## src/rtl/vga_digit_ctrl_if.sv

```systemverilog
// rtl/vga_digit_ctrl_if.sv - value load, raster position and decoder-side outputs of vga_digit_ctrl
interface vga_digit_ctrl_if;
  logic [13:0] value;
  logic        value_valid;
  logic [9:0]  h_cnt;
  logic [9:0]  v_cnt;
  logic        video_on;
  logic [3:0]  num;
  logic [2:0]  seg_idx;
  logic        seg_hit;
  logic        busy;

  modport master (
    output value, value_valid, h_cnt, v_cnt, video_on,
    input  num, seg_idx, seg_hit, busy
  );

  modport slave (
    input  value, value_valid, h_cnt, v_cnt, video_on,
    output num, seg_idx, seg_hit, busy
  );
endinterface

```

## src/rtl/vga_digit_ctrl.sv

```systemverilog
// rtl/vga_digit_ctrl.sv - four-digit seven-segment raster readout with sequential BCD and frame-synced commit
// Optional macro VGA_DIGIT_LZB_EN enables leading zero blanking of digits 3..1.
module vga_digit_ctrl #(
  parameter logic [9:0] X0      = 10'd240,
  parameter logic [9:0] Y0      = 10'd200,
  parameter logic [9:0] DIGIT_W = 10'd32,
  parameter logic [9:0] DIGIT_H = 10'd48,
  parameter logic [9:0] GAP     = 10'd8,
  parameter logic [9:0] SEG_T   = 10'd6
) (
  input  logic            clk,
  input  logic            rst,
  vga_digit_ctrl_if.slave bus
);
  typedef enum logic [1:0] {IDLE, CONV, WAIT_FRAME} state_t;

  state_t          state_q, state_d;
  logic [13:0]     shift_q, shift_d;
  logic [15:0]     bcd_q, bcd_d, bcd_adj;
  logic [3:0]      cnt_q, cnt_d;
  logic [3:0][3:0] disp_q, disp_d;
  logic [3:0]      num_q, num_d;
  logic [2:0]      seg_idx_q, seg_idx_d;
  logic            seg_hit_q, seg_hit_d;
  logic            frame_start;

  assign frame_start = (bus.h_cnt == 10'd0) && (bus.v_cnt == 10'd0);

  function automatic logic [9:0] box_x(input logic [1:0] k);
    return X0 + {8'd0, 2'd3 - k} * (DIGIT_W + GAP);
  endfunction

  // Double-dabble correction applied before each shift.
  always_comb begin
    bcd_adj = bcd_q;
    for (int i = 0; i < 4; i++) begin
      if (bcd_q[i*4 +: 4] >= 4'd5) begin
        bcd_adj[i*4 +: 4] = bcd_q[i*4 +: 4] + 4'd3;
      end
    end
  end

  always_comb begin
    state_d = state_q;
    shift_d = shift_q;
    bcd_d   = bcd_q;
    cnt_d   = cnt_q;
    disp_d  = disp_q;
    // A load in any state restarts conversion; it also beats a pending commit.
    if (bus.value_valid) begin
      shift_d = bus.value;
      cnt_d   = 4'd0;
      if (bus.value > 14'd9999) begin
        bcd_d   = 16'hAAAA;
        state_d = WAIT_FRAME;
      end else begin
        bcd_d   = 16'd0;
        state_d = CONV;
      end
    end else begin
      case (state_q)
        CONV: begin
          bcd_d   = {bcd_adj[14:0], shift_q[13]};
          shift_d = {shift_q[12:0], 1'b0};
          cnt_d   = cnt_q + 4'd1;
          if (cnt_q == 4'd13) begin
            state_d = WAIT_FRAME;
          end
        end
        WAIT_FRAME: begin
          if (frame_start) begin
            disp_d  = bcd_q;
            state_d = IDLE;
          end
        end
        default: begin
        end
      endcase
    end
  end

  logic       in_y;
  logic       sel_valid;
  logic [1:0] sel;
  logic [9:0] lx, ly;
  logic [3:0] lead_zero;
  logic [2:0] idx;
  logic       on_seg;

  always_comb begin
    in_y      = (bus.v_cnt >= Y0) && (bus.v_cnt < Y0 + DIGIT_H);
    sel_valid = 1'b0;
    sel       = 2'd0;
    lx        = 10'd0;
    ly        = bus.v_cnt - Y0;
    for (int k = 0; k < 4; k++) begin
      if (in_y && bus.video_on && (bus.h_cnt >= box_x(2'(k))) &&
          (bus.h_cnt < box_x(2'(k)) + DIGIT_W)) begin
        sel_valid = 1'b1;
        sel       = 2'(k);
        lx        = bus.h_cnt - box_x(2'(k));
      end
    end

`ifdef VGA_DIGIT_LZB_EN
    lead_zero[3] = (disp_q[3] == 4'd0);
    lead_zero[2] = lead_zero[3] && (disp_q[2] == 4'd0);
    lead_zero[1] = lead_zero[2] && (disp_q[1] == 4'd0);
    lead_zero[0] = 1'b0;
`else
    lead_zero = 4'b0000;
`endif

    on_seg = 1'b1;
    idx    = 3'd0;
    if (ly < SEG_T) begin
      idx = 3'd0;
    end else if (ly >= DIGIT_H - SEG_T) begin
      idx = 3'd3;
    end else if ((ly >= ((DIGIT_H - SEG_T) >> 1)) && (ly < ((DIGIT_H + SEG_T) >> 1))) begin
      idx = 3'd6;
    end else if (lx >= DIGIT_W - SEG_T) begin
      idx = (ly < (DIGIT_H >> 1)) ? 3'd1 : 3'd2;
    end else if (lx < SEG_T) begin
      idx = (ly < (DIGIT_H >> 1)) ? 3'd5 : 3'd4;
    end else begin
      on_seg = 1'b0;
    end

    num_d     = 4'd15;
    seg_idx_d = 3'd0;
    seg_hit_d = 1'b0;
    if (sel_valid && !lead_zero[sel]) begin
      num_d     = disp_q[sel];
      seg_hit_d = on_seg;
      seg_idx_d = on_seg ? idx : 3'd0;
    end
  end

  always_ff @(posedge clk or posedge rst) begin
    if (rst) begin
      state_q   <= IDLE;
      shift_q   <= 14'd0;
      bcd_q     <= 16'd0;
      cnt_q     <= 4'd0;
      disp_q    <= '0;
      num_q     <= 4'd0;
      seg_idx_q <= 3'd0;
      seg_hit_q <= 1'b0;
    end else begin
      state_q   <= state_d;
      shift_q   <= shift_d;
      bcd_q     <= bcd_d;
      cnt_q     <= cnt_d;
      disp_q    <= disp_d;
      num_q     <= num_d;
      seg_idx_q <= seg_idx_d;
      seg_hit_q <= seg_hit_d;
    end
  end

  assign bus.num     = num_q;
  assign bus.seg_idx = seg_idx_q;
  assign bus.seg_hit = seg_hit_q;
  assign bus.busy    = (state_q != IDLE);
endmodule

```

## src/flat_wrapper.sv

```systemverilog
// flat-port wrapper written by rule: the top's interface ports become plain ports
module vga_digit_ctrl_flat 
#(
  parameter logic [9:0] X0      = 10'd240,
  parameter logic [9:0] Y0      = 10'd200,
  parameter logic [9:0] DIGIT_W = 10'd32,
  parameter logic [9:0] DIGIT_H = 10'd48,
  parameter logic [9:0] GAP     = 10'd8,
  parameter logic [9:0] SEG_T   = 10'd6
)
  (clk, rst, bus_value, bus_value_valid, bus_h_cnt, bus_v_cnt, bus_video_on, bus_num, bus_seg_idx, bus_seg_hit, bus_busy);
  vga_digit_ctrl_if bus_i ();
  input  logic clk;
  input  logic rst;
  input wire logic [$bits(bus_i.value)-1:0] bus_value;
  input wire logic [$bits(bus_i.value_valid)-1:0] bus_value_valid;
  input wire logic [$bits(bus_i.h_cnt)-1:0] bus_h_cnt;
  input wire logic [$bits(bus_i.v_cnt)-1:0] bus_v_cnt;
  input wire logic [$bits(bus_i.video_on)-1:0] bus_video_on;
  output wire logic [$bits(bus_i.num)-1:0] bus_num;
  output wire logic [$bits(bus_i.seg_idx)-1:0] bus_seg_idx;
  output wire logic [$bits(bus_i.seg_hit)-1:0] bus_seg_hit;
  output wire logic [$bits(bus_i.busy)-1:0] bus_busy;
  assign bus_i.value = bus_value;
  assign bus_i.value_valid = bus_value_valid;
  assign bus_i.h_cnt = bus_h_cnt;
  assign bus_i.v_cnt = bus_v_cnt;
  assign bus_i.video_on = bus_video_on;
  assign bus_num = bus_i.num;
  assign bus_seg_idx = bus_i.seg_idx;
  assign bus_seg_hit = bus_i.seg_hit;
  assign bus_busy = bus_i.busy;
  vga_digit_ctrl #(.X0(X0), .Y0(Y0), .DIGIT_W(DIGIT_W), .DIGIT_H(DIGIT_H), .GAP(GAP), .SEG_T(SEG_T)) u_core (.clk(clk), .rst(rst), .bus(bus_i));
endmodule
```

## config.mk

```make
export PLATFORM = sky130hd
export DESIGN_NAME = vga_digit_ctrl_flat
export DESIGN_NICKNAME = d
export VERILOG_FILES = /design/src/rtl/vga_digit_ctrl_if.sv /design/src/rtl/vga_digit_ctrl.sv /design/src/flat_wrapper.sv
export SDC_FILE = /design/constraint.sdc
export NUM_CORES = 1
export LEC_CHECK = 0
export CORE_UTILIZATION = 60
export CTS_CLUSTER_DIAMETER = 80
export DETAILED_ROUTE_END_ITERATION = 10
export GPL_TIMING_DRIVEN = 0
export HOLD_SLACK_MARGIN = 0.06
export MAX_ROUTING_LAYER = met4
export PLACE_DENSITY = 0.91
export SYNTH_ARGS = -nofsm -noshare
export SYNTH_HDL_FRONTEND = slang
export SYNTH_SLANG_ARGS = --single-unit
```

## constraint.sdc

```tcl
create_clock -name clk -period 4.95 [get_ports clk]
set_input_delay 0.99 -clock clk [delete_from_list [all_inputs] [get_ports clk]]
set_output_delay 0.99 -clock clk [all_outputs]
set_load 0.01 [all_outputs]
```

==> impl_metrics.yaml <==
outcome:
  status: "finished, violations left"
  violations: "design-rule violations"
clocking:
  cts-resized-gates: 0
  hold_buffers: 0
  cts_tree: "built"
  cts_sinks: 60
  clkSlewWorstSetupHoldPaths_ns: 0.07
  worstSkewPairLatency_ns: 0.34
  clockBufferDepth: 2
  numCtsBuffers: 9
  cts_setup_buffers: 0
  htree_levels: 3
  root_buffer: "clkbuf_8"
critical_path:
  crit_fanout: 10
  worstSetupPathType: "input pin to flip-flop"
  crit_arrival_ns: 4.62
  reg2regPathDepth: 5
  critPathCapture: "u_core.bus.seg_idx[1]$_DFF_PP0_"
  critPathLaunchType: "input pin"
  reg2reg_setup_slack_ns: 2.97
  critPathLaunch: "bus_h_cnt[6]"
  reg2reg_from: "u_core.state_q[1]$_DFFE_PP0P_"
  worstReg2RegEnd: "u_core.shift_q[3]$_DFFE_PP0N_"
  end_kind: "flip-flop"
  worst_ep_required_time_ns: 5.14
final_layout:
  fin_area_um2: 4860
  final_nets: 564
  layout-drive-gt1-share_pct: 8.70
  area_growth_pct: 19.1
  n_antenna_cell: 0
global_routing:
  antenna_found_initial: 0
  grt_pass1_wl_um: 16800
  gr-total-overflow: 0
  gr-usage-all-layers_pct: 31.0
  grt_pass1_vias: 3568
  grt_start_max_net_pins: 45
power_and_ir_drop:
  power_uw: 1440
  internal_power_uw: 975
  seq_power_share_pct: 41.2
  p_clk_share_pct: 34.4
  pwr-share-comb_pct: 24.4
  ir_drop_mv: 0.307
  p_sw_uw: 468
  power.density_nw_per_um2: 297
  p_leak_uw: 0.00214
  sw_frac_of_total_pct: 32.4
synthesis:
  syn_nets: 508
  synth_edf_count: 0
  syn_area_um2: 4080
  synth_fa_ha_area_share_pct: 7.67
  synth.avg_cell_area_um2: 9.17
  synth_compound_area_share_pct: 23.0
  synthDistinctLibCells: 69
  synthCells: 445
  synth-xor-area-share_pct: 3.01
  yosysTopAreaCell: "dfrtp_1"
  ys_seq_elements: 60
  synth_top_area_share_pct: 36.8
  synth_area_leaders: "dfrtp_1, ha_1, a21oi_1"
  synth_seq_area_share_pct: 36.8
  synth_ff_type: "dfrtp_1"
  synth_top_family_by_area: "compound AO/OA/AOI/OAI gates"
  yosys-mux-area-fraction_pct: 7.88
  synthSimpleGateAreaFrac_pct: 16.6
  synth_warnings: 0
  async_reset_ff_share_pct: 100
sta:
  max_slew_margin_pct: 51.0
  rsz0062_at_grt: "no"
  slew_violations: 0
  period_needed_ns: 4.43
  fin_setup_tns_ns: 0
  fin_crit_sh_pct: 89.4
  hold_viol_final: 0
  finalSetupViolCount: 0
  layout_setup_ws_ns: 0.522
  hold_ws_ns: 0.490
  clock.fmax_mhz: 226
  finalClockSkew_ns: 0.00955
  tightest_slew_ns: 0.735
die:
  dieArea_um2: 7130
  rows: 29
  die_y_um: 84.5
  initial_utilization_pct: 63.2
  die_w_um: 84.5
  core_area_um2: 6460
  pin_count: 47
route:
  detail-route-antenna-nets: 0
  vias: 3684
  wl_per_cell_um: 17.4
  first_pass_iters: 8
  avgViaCountPerCell: 6.32
  drc: 6
  totalWireLength_um: 10200
  drtIter0Drc: 208
placement:
  gp_congestion: 0.946
  dp_slack_ns: 0.271
  dp_hpwl_um: 7320
  placed_cell_area_um2: 4640
  port_buffers: 44
min_path:
  hold_class: "flip-flop to flip-flop"
  min_from: "u_core.disp_q[7]$_DFFE_PP0P_"
run:
  maxCapViolCount: 0
-- power groups by stage --
stage | clock [uW] | combinational, uW | sequential, uW
2_1_floorplan | 0 | 244 | 580
3_3_place_gp | 0 | 325 | 594
3_5_place_dp | 0 | 344 | 600
4_1_cts | 498 | 349 | 591
5_1_grt | 520 | 391 | 598
6_report | 497 | 352 | 594
-- layout by cell type, fill, tap and decap left out, types with 3 or more instances in the layout --
cell type and count:
xor2_1 5, mux2_1 16, o211a_1 5, a211oi_1 10, clkdlybuf4s50_1 44, a22oi_1 4, nand2_1 40, o2111ai_1 3
ha_1 25, clkbuf_1 18, nand3_1 8, o21ai_0 26, nor3b_1 6, nor2b_1 3, a21o_2 3, mux2i_1 13
o22ai_1 12, nor3_1 7, nand4_1 7, nor2_1 33, and2_1 3, nand2b_1 9, inv_1 20, xnor2_1 9
a21oi_1 36, dfrtp_1 60, buf_6 4, clkbuf_8 9, o211ai_1 6
-- final cells by class --
| cell class | instances | area, um2 |
|---|---|---|
| tap | 77 | 96.3 |
| inverter | 22 | 82.6 |
| clock inverter | 7 | 98.8 |
| multi-input combinational | 339 | 2370 |
| sequential | 60 | 1500 |
| timing repair buffer | 45 | 460 |
| clock buffer | 9 | 124 |
| fill | 458 | 1600 |
| buffer | 24 | 125 |
-- metrics by stage --
stage               utilization (%)  instances
global placement               71.5        566
floorplan                         -        445
CTS                            75.2        583
detailed placement             71.8        567
global route                   75.2        583
finish                         75.2        583
-- cell usage after synthesis (all sizes together), types with 5 or more instances --
library cell	n
dfrtp	60
nand2	40
a21oi	37
nor2	34
o21ai	27
ha	25
inv	22
clkbuf	19
mux2	17
mux2i	13
o22ai	12
a211oi	11
nand2b	9
xnor2	9
nand3	8
nor3	8
nand4	7
nor3b	6
o211ai	6
a21o	5
buf	5
o211a	5
xor2	5
-- kinds of logic after synthesis --
group	count (synthesis)
XOR/XNOR	14
buffers and inverters	46
adder cells (fa/ha/maj)	25
multiplexers	30
AND/OR/NAND/NOR	135
AO/OA/AOI/OAI	135
flip-flops	60
-- worst min path at each step --
stage | to | cells past startpoint
floorplan | u_core.disp_q[3]$_DFFE_PP0P_ | 1
global placement | u_core.disp_q[10]$_DFFE_PP0P_ | 1
detailed placement | u_core.disp_q[7]$_DFFE_PP0P_ | 1
CTS | u_core.disp_q[7]$_DFFE_PP0P_ | 1
global route | u_core.disp_q[7]$_DFFE_PP0P_ | 1
finish | u_core.disp_q[7]$_DFFE_PP0P_ | 1
-- critical path, cell delays in order --
cell and delay, ns:
clkdlybuf4s50_1 0.60, clkbuf_1 0.41, inv_2 0.16, ha_1 0.31, and2b_1 0.19, o22ai_1 0.48
nand2_1 0.24, a21oi_1 0.44, o32ai_1 0.18, a211oi_1 0.32, and2_4 0.21, a221oi_1 0.07
-- registers in the layout, summed over array words and instances (netlist names) --
register	count
u_core.disp_q	16
u_core.shift_q	14
u_core.state_q	2
u_core.bcd_q	16
u_core.cnt_q	4
u_core.bus.num	4
u_core.bus.seg_idx	3
u_core.bus.seg_hit	1
-- layer usage --
| metal | track usage (%) | up-vias | wire length [um] |
|---|---|---|---|
| li1 | - | 1729 | - |
| met1 | 38.0 | 1778 | 4290 |
| met2 | 51.4 | 155 | 4990 |
| met3 | 5.70 | 22 | 688 |
| met4 | 11.4 | 0 | 198 |
| met5 | - | - | 0 |
Note: power is estimated with default switching activity, not from simulation.
